## config.mk

```make
export PLATFORM = sky130hd
export DESIGN_NAME = service_gate_seq
export DESIGN_NICKNAME = d
export VERILOG_FILES = /design/src/rtl/service_gate_pkg.sv /design/src/rtl/sgs_phase_ctr.sv /design/src/rtl/service_gate_seq.sv
export SDC_FILE = /design/constraint.sdc
export NUM_CORES = 1
export LEC_CHECK = 0
export CORE_ASPECT_RATIO = 0.6
export CORE_MARGIN = 2
export CORE_UTILIZATION = 47
export CTS_CLUSTER_DIAMETER = 120
export CTS_CLUSTER_SIZE = 14
export DETAILED_ROUTE_END_ITERATION = 10
export PLACE_DENSITY_LB_ADDON = 0.15
export SLEW_MARGIN = 40
export SYNTH_ARGS = -nofsm -noshare
export SYNTH_HDL_FRONTEND = slang
export SYNTH_SLANG_ARGS = --single-unit
```

## constraint.sdc

```tcl
create_clock -name SIM_CLK -period 2.3 [get_ports SIM_CLK]
set_clock_uncertainty 0.15 [all_clocks]
set_input_delay 0.23 -clock SIM_CLK [delete_from_list [all_inputs] [get_ports SIM_CLK]]
set_output_delay 0.23 -clock SIM_CLK [all_outputs]
set_load 0.005 [all_outputs]
```

## src/rtl/service_gate_pkg.sv

```systemverilog
// service_gate_pkg: phase encoding and request decode helpers for service_gate_seq
package service_gate_pkg;

    typedef enum logic [1:0] {IDLE, RT, CT, WT} phase_e;

    function automatic logic [31:0] sc_decode(input logic en, input logic [31:0] addr, input logic [31:0] nreg);
        return (en && addr < nreg) ? 32'd1 << addr : 32'd0;
    endfunction

    function automatic logic multi_hot(input logic [31:0] v);
        return (v & (v - 32'd1)) != 32'd0;
    endfunction

endpackage

```

## src/rtl/sgs_phase_ctr.sv

```systemverilog
// sgs_phase_ctr: IDLE->RT->CT->WT sequencer, each phase PH_CYC clocks long
module sgs_phase_ctr
    import service_gate_pkg::*;
#(
    parameter int PH_CYC = 2
) (
    input  logic   i_clk,
    input  logic   i_rst,
    input  logic   i_start,
    output phase_e o_phase,
    output phase_e o_nxt,
    output logic   o_last,
    output logic   o_busy
);
    localparam int CW = (PH_CYC > 1) ? $clog2(PH_CYC) : 1;

    phase_e        r_phase;
    phase_e        w_nxt;
    logic [CW-1:0] r_cnt;
    logic          w_last;

    assign w_last  = r_cnt == CW'(PH_CYC - 1);
    assign o_phase = r_phase;
    assign o_nxt   = w_nxt;
    assign o_busy  = r_phase != IDLE;
    assign o_last  = w_last && o_busy;

    // a start on the final WT clock chains straight into the next RT
    always_comb begin
        w_nxt = r_phase;
        if (r_phase == IDLE)
            w_nxt = i_start ? RT : IDLE;
        else if (w_last)
            w_nxt = (r_phase == RT) ? CT : (r_phase == CT) ? WT : i_start ? RT : IDLE;
    end

    always_ff @(posedge i_clk) begin
        if (i_rst) begin
            r_phase <= IDLE;
            r_cnt   <= '0;
        end else begin
            r_phase <= w_nxt;
            r_cnt   <= (r_phase == IDLE || w_last) ? '0 : r_cnt + CW'(1);
        end
    end
endmodule

```

## src/rtl/service_gate_seq.sv

```systemverilog
// service_gate_seq: time-pulse read/clear/write gating of central registers with carry-in flip-flop
module service_gate_seq
    import service_gate_pkg::*;
#(
    parameter int NREG   = 8,
    parameter int NCH    = 8,
    parameter int PH_CYC = 2,
    parameter int U_IDX  = 3,
    parameter int CNT_W  = 16
) (
    input  logic                                  SIM_CLK,
    input  logic                                  SIM_RST,
    input  logic                                  TP_START,
    input  logic [NREG-1:0]                       RD_REQ,
    input  logic [NREG-1:0]                       WR_REQ,
    input  logic                                  RSC,
    input  logic                                  WSC,
    input  logic [((NCH > 1) ? $clog2(NCH) : 1)-1:0] SC_ADDR,
    input  logic                                  GINH,
    input  logic                                  CI_REQ,
    input  logic                                  CINORM,
    output logic [NREG-1:0]                       RG_n,
    output logic [NREG-1:0]                       CG,
    output logic [NREG-1:0]                       WG_n,
    output logic                                  CI_n,
    output logic                                  BUSY,
    output logic                                  RCONT,
    output logic                                  SC_MISS,
    output logic                                  OVR,
    output logic [CNT_W-1:0]                      TP_COUNT
);
    phase_e            w_phase, w_nxt;
    logic              w_last, w_busy, w_acc;
    logic [NREG-1:0]   w_rd_new, w_wr_new, w_wmask;
    logic [NREG-1:0]   r_rd, r_wr, r_rg_n, r_cg, r_wg_n;
    logic              r_ginh, r_ci, r_ciff, r_rcont, r_miss, r_ovr;
    logic [CNT_W-1:0]  r_cnt;

    sgs_phase_ctr #(.PH_CYC(PH_CYC)) u_ctr (
        .i_clk   (SIM_CLK),
        .i_rst   (SIM_RST),
        .i_start (TP_START),
        .o_phase (w_phase),
        .o_nxt   (w_nxt),
        .o_last  (w_last),
        .o_busy  (w_busy)
    );

    assign w_acc    = TP_START && (w_phase == IDLE || (w_phase == WT && w_last));
    assign w_rd_new = RD_REQ | NREG'(sc_decode(RSC, 32'(SC_ADDR), 32'(NREG)));
    assign w_wr_new = WR_REQ | NREG'(sc_decode(WSC, 32'(SC_ADDR), 32'(NREG)));
    assign w_wmask  = r_wr & ~{NREG{r_ginh}};

    always_ff @(posedge SIM_CLK) begin
        if (SIM_RST) begin
            r_rd    <= '0;
            r_wr    <= '0;
            r_ginh  <= 1'b0;
            r_ci    <= 1'b0;
            r_rcont <= 1'b0;
            r_miss  <= 1'b0;
            r_rg_n  <= '1;
            r_cg    <= '0;
            r_wg_n  <= '1;
            r_ovr   <= 1'b0;
            r_ciff  <= 1'b0;
            r_cnt   <= '0;
        end else begin
            if (w_acc) begin
                r_rd    <= w_rd_new;
                r_wr    <= w_wr_new;
                r_ginh  <= GINH;
                r_ci    <= CI_REQ;
                r_rcont <= multi_hot(32'(w_rd_new));
                r_miss  <= (RSC | WSC) && 32'(SC_ADDR) >= 32'(NREG);
            end
            r_rg_n <= (w_nxt == RT) ? ~(w_acc ? w_rd_new : r_rd) : '1;
            r_cg   <= (w_nxt == CT) ? w_wmask : '0;
            r_wg_n <= (w_nxt == WT) ? ~w_wmask : '1;
            r_ovr  <= TP_START && w_busy && !w_acc;
            // a carry-in requested in this pulse outlives the U clear of the same pulse
            r_ciff <= (w_acc && CI_REQ) ? 1'b1 :
                      (w_phase == CT && w_last && r_cg[U_IDX] && !r_ci) ? 1'b0 : r_ciff;
            if (w_phase == WT && w_last)
                r_cnt <= r_cnt + CNT_W'(1);
        end
    end

    assign RG_n     = r_rg_n;
    assign CG       = r_cg;
    assign WG_n     = r_wg_n;
    assign CI_n     = ~(r_ciff | CINORM);
    assign BUSY     = w_busy;
    assign RCONT    = r_rcont;
    assign SC_MISS  = r_miss;
    assign OVR      = r_ovr;
    assign TP_COUNT = r_cnt;
endmodule

```

-- Yosys cells after proc, flatten, opt, wreduce, memory -nomap -nowiden
Index checks and enable logic that the tools add are counted.
- register bits after elaboration: 64
- bits of input ports: 27
- output and inout bits: 45
- add/subtract/negate cells: 3
- eq/ne operators: 6
- shifts and indexed selects: 1
- multiplexer cells: 10
- bitwise logic cells: 12
- reductions and logical operators: 21
- operators by type and width (cell ; count):
    AND 8 x 32 -> 32 bit ; 1
    nonzero test 32 bit ; 1
    2-to-1 mux 8 bit ; 3
    inverter 8 bit ; 3
    adder 16 x 1 -> 16 bit (second input constant) ; 1
    OR 8 bit ; 2
    logical AND 1 bit ; 9
    subtractor 8 x 1 -> 9 bit (second input constant) ; 1
    AND 8 bit ; 1
    equality test 2 bit (second input constant) ; 4
    2-to-1 mux 2 bit ; 4
    OR reduction 2 bit ; 4
    left shift 1 x 3 -> 8 bit (first input constant) ; 1
    equality test 2 x 1 -> 1 bit (second input constant) ; 2
    inverter 1 bit ; 4
    nonzero test 2 bit ; 2
    2-to-1 mux 1 bit ; 3
    zero test 1 bit ; 2
    zero test 2 bit ; 1
    logical OR 1 bit ; 2
    adder 1 bit (second input constant) ; 1
    OR 1 bit ; 1

-- Depth between registers and ports, before layout
Gate-level depths: netlist (run 1).
- depth after elaboration: 8
- mapped depth: 8

-- By module
Synthesis (run 1) repeated with hierarchy kept, for this count alone.
- cells, all modules: 278
- area, all modules: 2663.8 um2
- modules (own cells, without submodules) (module ; instances ; cells each ; area an instance (um2)):
    service_gate_seq ; 1 ; 257 ; 2478.6
    sgs_phase_ctr ; 1 ; 21 ; 185.2

-- Worst setup path before layout (run 1)
Ideal clock, no wire load.
- kind: register -> register
- start point: register u_ctr.r_phase[0] (netlist: u_ctr.o_phase[0])
- end point: register r_rg_n[2] (netlist: RG_n[2])
- data arrival time: 1711 ps
- required time: 2023 ps
- setup slack: 312 ps
- cell stages (with the launch flop): 8
- clock period less this slack: 1988 ps
- path through: dfxtp_1 > inv_1 > ha_1 > buf_2 > a21oi_1 > o22ai_1 > nor3_2 > or3b_1
- cells in the longest elaborated chain, start to end: 8
- elaborated cells on any way between the ends: 18
- ends and longest elaborated chain (element ; RTL line ; RTL):
    start: declaration ; sgs_phase_ctr.sv:17 ; phase_e r_phase;
    start signal: assignment ; sgs_phase_ctr.sv:42 ; r_phase <= w_nxt;
    equality test 2 bit ; sgs_phase_ctr.sv:34 ; w_nxt = (r_phase == RT) ? CT : (r_phase == CT) ? WT : i_start ? RT : IDLE;
    2-to-1 mux 2 bit (2 in series) ; sgs_phase_ctr.sv:34 ;
    2-to-1 mux 2 bit ; sgs_phase_ctr.sv:33 ; else if (w_last)
    2-to-1 mux 2 bit ; sgs_phase_ctr.sv:31 ; if (r_phase == IDLE)
    equality test 2 x 1 -> 1 bit ; service_gate_seq.sv:77 ; r_rg_n <= (w_nxt == RT) ? ~(w_acc ? w_rd_new : r_rd) : '1;
    inverter 1 bit (no line) ; -- ;
    OR reduction 2 bit (no line) ; -- ;
    end signal: assignment ; service_gate_seq.sv:77 ;
    end: declaration ; service_gate_seq.sv:35 ; logic [NREG-1:0] r_rd, r_wr, r_rg_n, r_cg, r_wg_n;
Parallel ways exist; a longest one is shown, timed or not.
A chain may end at the register's enable or synchronous reset.

-- Worst setup path after layout (run 1)
- start point: register u_ctr.r_phase[0] (netlist: u_ctr.o_phase[0])
- end point: register r_cnt[12] (netlist: TP_COUNT[12])
- cells in the longest elaborated chain, start to end: 3
- elaborated cells on any way between the ends: 4
- ends and longest elaborated chain (element ; RTL line ; RTL):
    nonzero test 2 bit ; sgs_phase_ctr.sv:25 ; assign o_busy = r_phase != IDLE;
    logical AND 1 bit ; sgs_phase_ctr.sv:26 ; assign o_last = w_last && o_busy;
    logical AND 1 bit * ; service_gate_seq.sv:84 ; if (w_phase == WT && w_last)
    end signal: assignment ; service_gate_seq.sv:85 ; r_cnt <= r_cnt + CNT_W'(1);
    end: declaration ; service_gate_seq.sv:37 ; logic [CNT_W-1:0] r_cnt;
Mark *: on every way between the ends. The rest lies on a longest branch, timed or not.

==> flow_summary.yaml, run 1 <==
outcome:
  status: "finished, final reports clean"
synthesis:
  yosys_register_bits: 64
  synth.top_cell.area_share_pct: 49.1
  syn_nets: 320
  synth_common_cells: "dfxtp_1, nand2_1, nor2_1, a21oi_1"
  ys_warn_count: 0
  synth_area_sq_um: 2610
  synth_area_leader_cell: "dfxtp_1"
  ys_types: 53
  synth_edf_count: 0
  yosysMostFrequentCell: "dfxtp_1"
  avgSynthCellArea_sq_um: 9.06
  ys_async_sr_fraction_pct: 0
  ys.flop_type: "dfxtp_1"
  synthTopCellsByArea: "dfxtp_1, nand2_1, nor2_1"
  synth_seq_area_share_pct: 49.1
  syn_inst: 288
finish:
  drive_gt1_share_pct: 11.1
  fin_area_sq_um: 3640
  antennaDiodeCount: 0
  final_util_pct: 69.9
  layout.nets: 398
  area_delta_synth_final_pct: 39.3
  finalNonFillerCells: 437
grt:
  grt_use_met2_pct: 31.4
  grt_usage_pct: 21.6
  grt_max_degree: 40
  antenna_found_initial: 0
  grt.overflow.total: 0
  grtUsageMet3_pct: 6.94
  grt_pass1_wl_um: 9940
  grt_pass1_vias: 2070
  gr-max-usage-layer: "met2"
  grt_util_met1_pct: 30.2
power:
  leakagePower_uw: 0.00133
  p_per_area_nw_per_um2: 691
  irDropWorstVdd_mv: 0.385
setup_path:
  critPathCaptureType: "flip-flop"
  crit_arrival_ns: 2.21
  cp.required_ns: 2.43
  crit_fanout: 11
  rrSetupSlack_ns: 0.22
  crit_type: "flip-flop to flip-flop"
  cp-start-kind: "flip-flop"
detailed_routing:
  drt-vias-per-instance: 5.20
  wire_per_inst_um: 14.3
  drt_iter0_markers: 175
  firstDrtPassIters: 4
  antenna_left: 0
  drc: 0
  dr_total_vias: 2271
  wl_um: 6260
flow_run:
  drv_cap: 0
clocking:
  numCtsBuffers: 9
  htreeDepth: 3
  cts_root_buffer: "clkbuf_8"
  cts_tree: "done"
  path_clk_slew_ns: 0.07
  clkSinkCount: 64
  clkLatencyLatePin_ns: 0.35
  ctsLongestPathBuffers: 2
floorplan:
  ios: 72
  die-area_sq_um: 6180
  fp-row-count: 20
  die_x_um: 100
  coreArea_sq_um: 5200
  initial_utilization_pct: 50.1
  die_h_um: 61.7
sta:
  hold_viol_final: 0
  finalCriticalPeriod_ns: 2.08
  relSlewSlack_pct: 66.4
  period_share_pct: 90.5
  whs_ns: 0.244
  rsz0062_at_grt: "false"
  drv_slew: 0
  finalSetupViolations: 0
  worst_slew_pin_slew_ns: 0.504
  setup_tns_ns: 0
  fmaxAchievable_ghz: 0.481
placed_design:
  port_buffers: 70
  hpwl_um: 4480
  place.gp.congestion: 0.968
  placedCellCount: 419
  placed_area_sq_um: 3390
hold_path:
  hold_class: "flip-flop to flip-flop"
==> cells by family after synthesis <==
| logic type | synth area share, % |
|---|---|
| AOI/OAI and AO/OA | 12.6 |
| muxes | 1.97 |
| other | 0.144 |
| xor gates and xnor gates | 3.69 |
| adders and majority gates | 2.83 |
| and+or+nand+nor | 25.8 |
| DFF | 49.1 |
| buffers and inverters | 3.88 |
==> cell usage in the layout (no fill, tap or decap), drive strengths merged, types with 2 or more instances in the layout <==
master / instances
nor3b: 2
clkbuf: 9
a41oi: 3
nor4: 3
o21ai: 13
or3: 6
a31oi: 3
dfxtp: 64
o22ai: 2
ha: 5
nor2: 32
buf: 12
nor3: 14
bufinv: 2
nand4: 5
a211oi: 5
nand3: 4
mux2i: 4
inv: 8
clkinv: 3
xnor2: 7
nor2b: 11
a21oi: 14
a311oi: 4
clkdlybuf4s50: 70
xor2: 4
nand2: 32
and2: 12
==> per-layer routing <==
metal  vias up  routed length, um
met2        76               2630
met4         0                 85
met5         -                  0
met3        10                395
li1       1151                  -
met1      1034               3150
==> worst max-delay path: stages, from the launching register on <==
cell	delay, ns
dfxtp_1	0.38
inv_1	0.08
ha_2	0.26
and4b_1	0.29
and2_2	0.20
nand3_2	0.12
or3_1	0.37
a21oi_1	0.16
==> final cells by class <==
cell class	instances	area [sq um]
fill	426	1570
sequential	64	1280
multi-input combinational	202	1240
timing repair buffer	82	791
clock buffer	9	124
clock inverter	7	95.1
tap	66	82.6
inverter	7	26.3
==> sequential cells by signal (all words and copies together) (netlist names) <==
register,flops
TP_COUNT,16
CG,8
RG_n,8
WG_n,8
r_rd,8
r_wr,8
u_ctr.o_phase,2
OVR,1
RCONT,1
r_ci,1
r_ciff,1
r_ginh,1
u_ctr.r_cnt,1
==> stage by stage <==
step / setup WS [ns] / power (uW)
floorplan: 0.312 / 1330
global placement: 0.179 / 1460
detailed placement: 0.125 / 1460
CTS: 0.0995 / 2530
global route: 0.0997 / 2610
finish: 0.219 / 2510
==> report_power, final <==
group	internal, uW	switching (uW)
logic	137	133
clock network	611	460
registers	1150	22.1
total	1900	615
==> path summary, 6_finish.rpt <==
check | startpoint | endpoint | cells after the start
worst min-delay path | r_wr[6] | WG_n[6] | 1
worst max-delay path | u_ctr.o_phase[0] | TP_COUNT[12] | 7
worst min register to register | r_wr[6] | WG_n[6] | 1
worst max register to register | u_ctr.o_phase[0] | TP_COUNT[12] | 7
==> repair_timing <==
item	4_1_cts	5_1_grt
hold endpoints to repair	0	0
buffers inserted	0	2
resized for setup	0	2
setup endpoints to repair	0	13
hold buffers	0	0
Note: power is estimated with default switching activity, not from simulation.
==> inputs of run 2 (changes only) <==
--- a/config.mk
+++ b/config.mk
@@ -5,9 +5,12 @@
 export SDC_FILE = /design/constraint.sdc
 export NUM_CORES = 1
 export LEC_CHECK = 0
+export ABC_AREA = 1
+export CELL_PAD_IN_SITES_DETAIL_PLACEMENT = 0
+export CELL_PAD_IN_SITES_GLOBAL_PLACEMENT = 1
 export CORE_ASPECT_RATIO = 0.6
 export CORE_MARGIN = 2
-export CORE_UTILIZATION = 47
+export CORE_UTILIZATION = 35
 export CTS_CLUSTER_DIAMETER = 120
 export CTS_CLUSTER_SIZE = 14
 export DETAILED_ROUTE_END_ITERATION = 10
==> run 2 against run 1 <==
Effect of this change:
- critical path depth is 3 lower
- synthesized cell count increased by 23%
- sequential power about the same
- register-to-register slack about the same
- via count increased by 8.7%
- maximum frequency fell by 0.45%
- hold slack gained 0.017 ns
- total power is 3.9% higher
- synthesized area up 5.1%
- first-iteration DRC count down 0.57%
- core utilization down 19 points
==> flow_summary.yaml, run 2 <==
grt:
  grt_pass1_wl_um: 11200
  grt_usage_pct: 17.0
  antenna_found_initial: 0
  grt.overflow.total: 0
  grt_pass1_vias: 2197
  grt_max_degree: 22
clocking:
  clkSinkCount: 64
  cts_tree: "done"
  path_clk_slew_ns: 0.05
  ctsLongestPathBuffers: 2
  cts_root_buffer: "clkbuf_16"
  htreeDepth: 3
  postCtsSetupBuffers: 0
  clkLatencyLatePin_ns: 0.33
  cts_resized: 0
  cts_hold_buf: 0
  numCtsBuffers: 9
synthesis:
  ys_warn_count: 0
  ys.flop_type: "dfxtp_1"
  synth_common_cells: "nand2_1, dfxtp_1, inv_1, nor2_1, a21oi_1"
  synth_edf_count: 0
  syn_nets: 386
  ys_async_sr_fraction_pct: 0
  synthTopCellsByArea: "dfxtp_1, nand2_1, inv_1"
  synth_seq_area_share_pct: 46.7
  synth.top_cell.area_share_pct: 46.7
  yosysMostFrequentCell: "nand2_1"
  ys_types: 32
  synth_area_leader_cell: "dfxtp_1"
  syn_inst: 354
  yosys_register_bits: 64
  synth_area_sq_um: 2740
  avgSynthCellArea_sq_um: 7.75
detailed_routing:
  antenna_left: 0
  drc: 0
  drt_iter0_markers: 174
  wl_um: 6870
  dr_total_vias: 2468
  wire_per_inst_um: 12.8
  firstDrtPassIters: 5
  drt-vias-per-instance: 4.60
sta:
  finalSetupViolations: 0
  drv_slew: 0
  rsz0062_at_grt: "false"
  period_share_pct: 90.9
  hold_viol_final: 0
  finalCriticalPeriod_ns: 2.09
  setup_tns_ns: 0
  fmaxAchievable_ghz: 0.478
finish:
  finalNonFillerCells: 536
  largest_register_ffs: 16
  layout.nets: 461
  layout_commonest_cell: "nand2_1"
  antennaDiodeCount: 0
  fin_area_sq_um: 3800
  drive_gt1_share_pct: 10.4
  layout_common_cells: "nand2_1, clkdlybuf4s50_1, dfxtp_1"
  area_delta_synth_final_pct: 38.5
power:
  sw_frac_of_total_pct: 23.6
  leakagePower_uw: 0.00151
  combPwrFrac_pct: 9.4
  p_sw_uw: 617
  power.share.sequential_pct: 44.6
  p_per_area_nw_per_um2: 687
  irDropWorstVdd_mv: 0.325
  internal-power_uw: 1990
  clockPowerShare_pct: 45.9
placed_design:
  place.gp.congestion: 0.924
  hpwl_um: 5210
  placedCellCount: 522
  placed_area_sq_um: 3540
  port_buffers: 70
setup_path:
  cp.required_ns: 1.92
  crit_arrival_ns: 1.71
  max_stage_delay_ns: 0.52
  rrSetupSlack_ns: 0.23
  critPathCaptureType: "output pin"
  worstReg2RegEnd: "RG_n[4]"
  cp_common_cell: "inv_1"
  crit_path_cell_trace: "inv_1 > ha_1 > inv_1 > clkdlybuf4s50_1"
  reg2reg_from: "u_ctr.o_phase[0]"
  cp-start-kind: "flip-flop"
  worst_path_max_delay_cell: "clkdlybuf4s50_1"
  reg2reg_depth: 10
  crit_type: "flip-flop to output pin"
  crit_fanout: 5
  critical_path.startpoint: "u_ctr.o_phase[0]"
outcome:
  status: "finished, final reports clean"
hold_path:
  holdPathEnd: "WG_n[6]"
  min_path_cells: 1
  hp-start: "r_wr[6]"
  hold_class: "flip-flop to flip-flop"
floorplan:
  initial_utilization_pct: 37.0
  die_x_um: 118
  die_h_um: 72.6
  ios: 72
  die-area_sq_um: 8580
  coreArea_sq_um: 7420
  fp-row-count: 24
flow_run:
  drv_cap: 0
==> run 2: cell types whose count changed in the layout (fill, tap and decap cells not counted), moves of 9 or more <==
cell	change
a21oi_1	+13
nand2_1	+44
nor2b_1	-11
and2_1	-10
nand3_1	+17
inv_1	+36
clkbuf_16	+9
==> run 2: area by class of cell <==
type	count	area, sq um
inverters	46	173
clock buffers	10	239
well taps	104	130
fillers	734	3620
multi-input cells	234	1220
flip-flops and latches	64	1280
repair buffers	74	731
clock inverters	4	22.5
==> run 2: worst max path at each step <==
| stage | cells after the start | endpoint |
|---|---|---|
| 5_1_grt | 10 | RG_n[4] |
| 3_5_place_dp | 10 | RG_n[4] |
| 2_1_floorplan | 10 | r_wr[3] |
| 4_1_cts | 4 | BUSY |
| 6_report | 4 | BUSY |
| 3_3_place_gp | 10 | RG_n[4] |
==> run 2: power groups by stage <==
| stage | Clock [uW] | Sequential [uW] | Combinational [uW] |
|---|---|---|---|
| 2_1_floorplan | 0 | 1190 | 141 |
| 3_3_place_gp | 0 | 1190 | 245 |
| 3_5_place_dp | 0 | 1190 | 246 |
| 4_1_cts | 1230 | 1170 | 247 |
| 5_1_grt | 1290 | 1170 | 274 |
| 6_report | 1200 | 1170 | 246 |
==> run 2: kinds of logic (layout without fill, tap and decap cells) <==
family / after synthesis / count (layout) / share of synthesized area [%]
XOR/XNOR: 1 / 1 / 0.319
flip-flops: 64 / 64 / 46.7
AND/OR/NAND/NOR: 173 / 173 / 30.8
adder cells (fa/ha/maj): 5 / 5 / 2.28
buffers and inverters: 56 / 134 / 8.71
AO/OA/AOI/OAI: 54 / 54 / 11.0
other: 1 / 1 / 0.137
==> run 2: critical path: cells and delay by family (launching register included) <==
| family | cells | cell delay (ns) |
|---|---|---|
| buffers and inverters | 3 | 0.74 |
| flip-flops | 1 | 0.37 |
| adder cells (fa/ha/maj) | 1 | 0.28 |
==> run 2: routing by layer <==
layer | up-vias | GRT usage, % | share of wire [%]
li1 | 1291 | - | -
met3 | 6 | 6.64 | 7.0
met1 | 1103 | 26.2 | 55
met5 | - | 0 | 0
met2 | 68 | 20.4 | 37
met4 | 0 | 6.29 | 1.1
==> run 2: through the flow <==
stage          setup slack [ns]  utilization (%)  power [uW]  hold slack [ns]
2_1_floorplan             0.517                -        1330            0.158
3_3_place_gp              0.287             47.7        1430            0.239
3_5_place_dp              0.229             47.7        1430            0.254
4_1_cts                   0.187             51.2        2640            0.267
5_1_grt                  0.0844             51.2        2730            0.283
6_report                  0.210             51.2        2610            0.260
